[src/rtl/sipo_rx_ctrl.sv]
// Serial-in parallel-out receiver: start/data/stop framing, LSB first,
// with a one-word valid/ready output buffer and error/overrun pulses.
module sipo_rx_ctrl #(
    parameter int unsigned WIDTH = 8
) (
    input  logic             clk,
    input  logic             rst,
    input  logic             en,
    input  logic             bit_en,
    input  logic             ser_in,
    input  logic             out_ready,
    output logic [WIDTH-1:0] out_data,
    output logic             out_valid,
    output logic             shift_en,
    output logic             busy,
    output logic             frame_err,
    output logic             overrun
);

    localparam int unsigned CW = (WIDTH > 2) ? $clog2(WIDTH) : 1;
    localparam logic [CW-1:0] LAST = CW'(WIDTH - 1);

    typedef enum logic [1:0] {
        IDLE = 2'd0,
        DATA = 2'd1,
        STOP = 2'd2
    } state_e;

    state_e           state_q, state_d;
    logic [CW-1:0]    cnt_q, cnt_d;
    logic [WIDTH-1:0] shreg_q, shreg_d;
    logic [WIDTH-1:0] data_q, data_d;
    logic             valid_q, valid_d;
    logic             shift_en_q, shift_en_d;
    logic             frame_err_q, frame_err_d;
    logic             overrun_q, overrun_d;
    logic             deliver;

    // Next-state, datapath and output-buffer handshake logic.
    always_comb begin
        state_d     = state_q;
        cnt_d       = cnt_q;
        shreg_d     = shreg_q;
        data_d      = data_q;
        valid_d     = valid_q;
        shift_en_d  = 1'b0;
        frame_err_d = 1'b0;
        overrun_d   = 1'b0;
        deliver     = 1'b0;

        if (!en) begin
            state_d = IDLE;
            cnt_d   = '0;
        end else if (bit_en) begin
            unique case (state_q)
                IDLE: begin
                    if (!ser_in) begin
                        state_d = DATA;
                        cnt_d   = '0;
                    end
                end
                DATA: begin
                    shreg_d    = {ser_in, shreg_q[WIDTH-1:1]};
                    shift_en_d = 1'b1;
                    if (cnt_q == LAST) begin
                        state_d = STOP;
                    end else begin
                        cnt_d = cnt_q + CW'(1);
                    end
                end
                STOP: begin
                    state_d = IDLE;
                    if (ser_in) begin
                        deliver = 1'b1;
                    end else begin
                        frame_err_d = 1'b1;
                    end
                end
                default: begin
                    state_d = IDLE;
                end
            endcase
        end

        // A consumer accepting in the same cycle frees the slot.
        if (deliver) begin
            if (!valid_q || out_ready) begin
                data_d  = shreg_q;
                valid_d = 1'b1;
            end else begin
                overrun_d = 1'b1;
            end
        end else if (valid_q && out_ready) begin
            valid_d = 1'b0;
        end
    end

    // State and output registers with asynchronous clear.
    always_ff @(posedge clk or negedge rst) begin
        if (!rst) begin
            state_q     <= IDLE;
            cnt_q       <= '0;
            shreg_q     <= '0;
            data_q      <= '0;
            valid_q     <= 1'b0;
            shift_en_q  <= 1'b0;
            frame_err_q <= 1'b0;
            overrun_q   <= 1'b0;
        end else begin
            state_q     <= state_d;
            cnt_q       <= cnt_d;
            shreg_q     <= shreg_d;
            data_q      <= data_d;
            valid_q     <= valid_d;
            shift_en_q  <= shift_en_d;
            frame_err_q <= frame_err_d;
            overrun_q   <= overrun_d;
        end
    end

    assign out_data  = data_q;
    assign out_valid = valid_q;
    assign shift_en  = shift_en_q;
    assign busy      = (state_q != IDLE);
    assign frame_err = frame_err_q;
    assign overrun   = overrun_q;

endmodule
[config.mk]
export PLATFORM = sky130hd
export DESIGN_NAME = sipo_rx_ctrl
export DESIGN_NICKNAME = d
export VERILOG_FILES = /design/src/rtl/sipo_rx_ctrl.sv
export SDC_FILE = /design/constraint.sdc
export NUM_CORES = 1
export LEC_CHECK = 0
export ABC_AREA = 1
export CAP_MARGIN = 20
export CORE_MARGIN = 5
export CORE_UTILIZATION = 51
export CTS_CLUSTER_DIAMETER = 60
export DETAILED_ROUTE_END_ITERATION = 6
export HOLD_SLACK_MARGIN = 0.02
export PLACE_DENSITY = 0.77
export SLEW_MARGIN = 20
export SYNTH_ARGS = -nofsm -noshare
export SYNTH_HDL_FRONTEND = slang
export SYNTH_SLANG_ARGS = --single-unit
[constraint.sdc]
create_clock -name clk -period 1.5 [get_ports clk]
set_input_delay 0.3 -clock clk [delete_from_list [all_inputs] [get_ports clk]]
set_output_delay 0.3 -clock clk [all_outputs]
set_load 0.02 [all_outputs]
### After elaboration in Yosys (flattened, before gate mapping)

Index checks and enable logic that the tools add are counted.

* bits in registers: 25
* bits of input ports: 6
* output and inout bits: 13
* logic and storage cells: 55

* add/sub/neg operators: 1
* eq/ne operators: 9
* mux-type cells: 26
* reductions and logical operators: 11

Operators by type and width (count)
* two-way mux 1 bit: 16
* two-way mux 3 bit: 4
* != test 3 bit, second input constant: 3
* two-way mux 2 bit: 4
* case mux 3 bit (2 select lines): 1
* AND reduction 3 bit: 2
* != test 2 x 1 -> 1 bit, second input constant: 2
* case mux 2 bit (2 select lines): 1
* AND reduction 2 bit: 2
* AND reduction 4 bit: 1
* nonzero test 2 bit: 2
* adder 3 x 1 -> 3 bit, second input constant: 1
* equality test 3 bit, second input constant: 1
* != test 3 x 1 -> 1 bit, second input constant: 1
* equality test 2 x 1 -> 1 bit, second input constant: 1
* equality test 2 bit, second input constant: 1
* logical NOT 2 bit: 1
* logical AND 1 bit: 1
* logical NOT 1 bit: 1
* logical OR 1 bit: 1

### Depth between registers and ports, before layout

* depth in word-level cells: 6
* depth in mapped cells: 8
* gate-level depth less buffers: 8

### Worst setup path after synthesis

Ideal clock, no wire load.

* path kind: register to register
* start point: reg cnt_q[0]
* end point: reg cnt_q[0]
* library setup time: 0.117 ns
* arrival time: 1.174 ns
* data required time: 1.383 ns
* setup slack: 0.209 ns
* cell stages (with the launch flop): 9
* path buffers: 0
* clock period less this slack: 1.291 ns
* path through: dfrtp_1 -> ha_1 -> ha_1 -> inv_1 -> nand2_1 -> nand3_1 -> nand2_1 -> nand2_1 -> nand2_1

* cells in the longest elaborated chain, start to end: 5
* elaborated cells on any way between the ends: 8
* classes of those cells: add/sub: 1; eq/ne: 2; mux: 4; reduce/logical: 1

RTL lines
* from (decl): line 30 `logic [CW-1:0] cnt_q, cnt_d;`
* from (signal assigned): line 111 `cnt_q <= cnt_d;`
* adder 3 x 1 -> 3 bit: line 68 `cnt_d = cnt_q + CW'(1);`
* two-way mux 3 bit: line 65 `if (cnt_q == LAST) begin`
* case mux 3 bit (2 select lines): line 55 `unique case (state_q)`
* two-way mux 3 bit: line 54 `end else if (bit_en) begin`
* two-way mux 3 bit: line 51 `if (!en) begin`

Parallel ways exist; a longest one is shown, timed or not. The select of a mux whose other input is x is not followed.
A chain may end at the register's enable or synchronous reset.

### Worst setup path in the final report

* start point: reg state_q[1]
* end point: out busy

* cells in the longest elaborated chain, start to end: 1

RTL lines
* from (decl): line 29 `state_e state_q, state_d;`
* from (signal assigned): line 110 `state_q <= state_d;`
* nonzero test 2 bit: line 124 `assign busy = (state_q != IDLE);`
* to (decl): line 15 `output logic busy,`

Every way passes these cells.

==> results.md <==
* Per-cell routed wire length at 11.6 um
* WP data arrival at 1.13 ns
* Critical Path Max Stage Delay at 0.43 ns
* Gr usage total at 14.1%
* Buf/Inv on CP at 2
* Layout Skew at 0.00562 ns
* Root Driver: clkbuf_4
* Synth top area cells: dfrtp_1, nand2_1, inv_1
* Max-slew violation count at 0
* Initial antenna violation count at 0
* Mean Syn Cell Area at 9.12 um^2
* Gpl congestion at 0.819
* Cts bufs inserted at 3
* CP delay by family, top: flip-flops
* #FFs+latches synth at 25
* PD cells at 1080 nW/um^2
* Layout cells sized above 1 at 23.7%
* Clock transition at path regs at 0.14 ns
* Largest family of logic cells by synthesized area: simple AND/OR/NAND/NOR gates
* Crit share post-route at 95.1%
* Worst Path Required at 1.20 ns
* XOR/XNOR Fraction of Synth Area at 0%
* ANT nets after route at 0
* Crit path max fanout at 3
* Worst path slowest cell: dfrtp_1
* Synth-to-Final Area Change at 30.7%
* Yosys warns at 0
* Total routed wirelength at 2120 um
* Worst Hold Slack at 0.330 ns
* Row count at 16
* Clk Latency, worst-skew pair at 0.31 ns
* Ant diodes at 0
* Fill cells at 155
* Syn Nets at 129
* Clk buf depth at 2
* Nature of the critical path endpoint: output port
* Count of different cell masters after synthesis at 18
* Multiplexer area fraction after synthesis at 0%
* GRT overflow at 0
* Yosys top cell by area: dfrtp_1
* Initial DRC count at 26
* Fmax at 0.701 GHz
* Cell count after synthesis at 121
* Most used flip-flop cell after synthesis: dfrtp_1
* Worst-margin pin slew at 0.300 ns
* Synth Area in Simple Gates at 24.5%
* Seq/Total Area, Yosys at 56.7%
* Tmin final at 1.43 ns
* DRC violation count after routing at 0
* Die W at 56.5 um
* Pre-antenna DRT Iters at 4
* Most common library cells after synthesis: nand2_1, dfrtp_1, inv_1
* Outcome: completed
* Number of flops mapped to enable cells by yosys at 0
* TritonCTS clock tree: built
* Num Clock Sinks at 25
* Num ports at 19
* Core area at 2000 um^2
* Final setup viols at 0
* Hold Path Class: in -> async
* Mapped cell area at 1100 um^2
* Total number of vias at 866
* Vias in the first global route at 852
* CP startpoint kind: register
* Vias per Instance at 4.73
* DIE AREA at 3190 um^2
* Max cap viols at 0
* Synth Area in Adders at 2.27%
* Post-synth top area share at 56.7%
* Synth Area in Compound Gates at 8.39%
* Hold_buf cts at 0
* Max rail drop VDD at 0.000771 V
* Post-DP HPWL at 1530 um
* Die extent in y at 56.5 um
* Final Hold Fails at 0
* Max_slew headroom at 80.0%
* CP Cell Sequence: nor2_2 -> inv_1 -> buf_2
* Total Power at 0.00156 W
* Level count of the clock H-tree at 1
* Most frequent cell after synthesis: nand2_1
* Starting Density at 55.1%
* Nets at 165
* Pin count of the biggest net entering global routing at 26
* Crit Path Class: reg -> out
* Port Buffers at 18
* Leak at 0.807 nW
* First-pass GRT wire length at 3590 um
* Asr flop ratio synth at 100%
-- cell usage in the layout, fill, tap and decap left out, drive strengths merged --
cell / n
a21oi: 1
buf: 16
clkbuf: 3
clkdlybuf4s50: 5
clkinvlp: 1
dfrtp: 25
dlygate4sd2: 12
ha: 2
inv: 18
nand2: 41
nand3: 8
nor2: 10
nor4: 1
o21ai: 13
-- sequential cells by signal (all words and copies together), names as in the netlist --
signal and cells:
frame_err 1, shift_en 1, out_data 8, shreg_q 8, out_valid 1, cnt_q 3
state_q 2, overrun 1
-- layout make-up --
type                       instances  area (um^2)  share of cell area (%)
multi-input combinational         76          400                    27.8
sequential                        25          626                    43.4
timing repair buffer              33          285                    19.8
tap                               27         33.8                    2.34
clock inverter                     1         7.51                   0.520
clock buffer                       3         22.5                    1.56
inverter                          18         67.6                    4.68
-- stage by stage --
| step | cell area, um^2 | util [%] | instances | setup WS (ns) | setup TNS (ns) |
|---|---|---|---|---|---|
| floorplan | 1100 | - | 121 | 0.209 | 0 |
| finish | 1440 | 72.1 | 183 | 0.0729 | 0 |
| global route | 1440 | 72.1 | 183 | -0.0305 | -0.0719 |
| detailed placement | 1410 | 70.2 | 177 | -0.105 | -1.08 |
| CTS | 1420 | 70.8 | 181 | 0.0112 | 0 |
| global placement | 1410 | 70.2 | 177 | -0.0544 | -0.420 |
-- power breakdown --
| part | leakage [nW] | switching [W] | internal, W | total, W |
|---|---|---|---|---|
| combinational | 0.453 | 0.000242 | 0.000181 | 0.000422 |
| sequential | 0.341 | 0.0000623 | 0.000782 | 0.000845 |
| clock | 0.0139 | 0.000195 | 0.000102 | 0.000297 |
| total | 0.807 | 0.000499 | 0.00106 | 0.00156 |
-- worst register-to-register path, cell delays in order (launching register included) --
cell and delay [ns]:
dfrtp_1 0.42, ha_1 0.20, ha_1 0.20, inv_1 0.08
nand2_1 0.07, nand3_2 0.12, nand2_2 0.10, nand2_2 0.09
nand2_1 0.05
-- worst paths after layout --
path,cells past startpoint,slack (ns),to,start
hold / removal,2,0.33,shreg_q[1]$_DFFE_PN0P_,rst
setup reg to reg,8,0.08,cnt_q[0]$_DFFE_PN0P_,cnt_q[0]$_DFFE_PN0P_
setup / recovery,3,0.07,busy,state_q[1]$_DFFE_PN0P_
max in group asynchronous,2,0.94,cnt_q[2]$_DFFE_PN0P_,rst
hold reg to reg,2,0.50,out_data[6]$_DFFE_PN0P_,out_data[6]$_DFFE_PN0P_
min in group clk,2,0.50,out_data[6]$_DFFE_PN0P_,out_data[6]$_DFFE_PN0P_
-- kinds of logic after synthesis --
logic type                 Yosys count
and+or+nand+nor                     60
buffers and inverters               20
DFF                                 25
adders and majority gates            2
AOI/OAI and AO/OA                   14
-- per-layer routing --
layer / part of all wire [%] / track usage (%) / up-vias
met4: 1.4 / 6.10 / 0
li1: - / - / 444
met5: 0 / 0 / -
met3: 5.1 / 2.98 / 4
met2: 48 / 20.8 / 27
met1: 45 / 19.8 / 391
-- what timing repair did --
action | in CTS | in global routing
buffers inserted | 0 | 2
pin swaps | 0 | 0
resized for setup | 17 | 3
endpoints found under the setup margin | 13 | 3
hold endpoints to repair | 0 | 0
No activity file was read; power rests on OpenSTA's default activity.
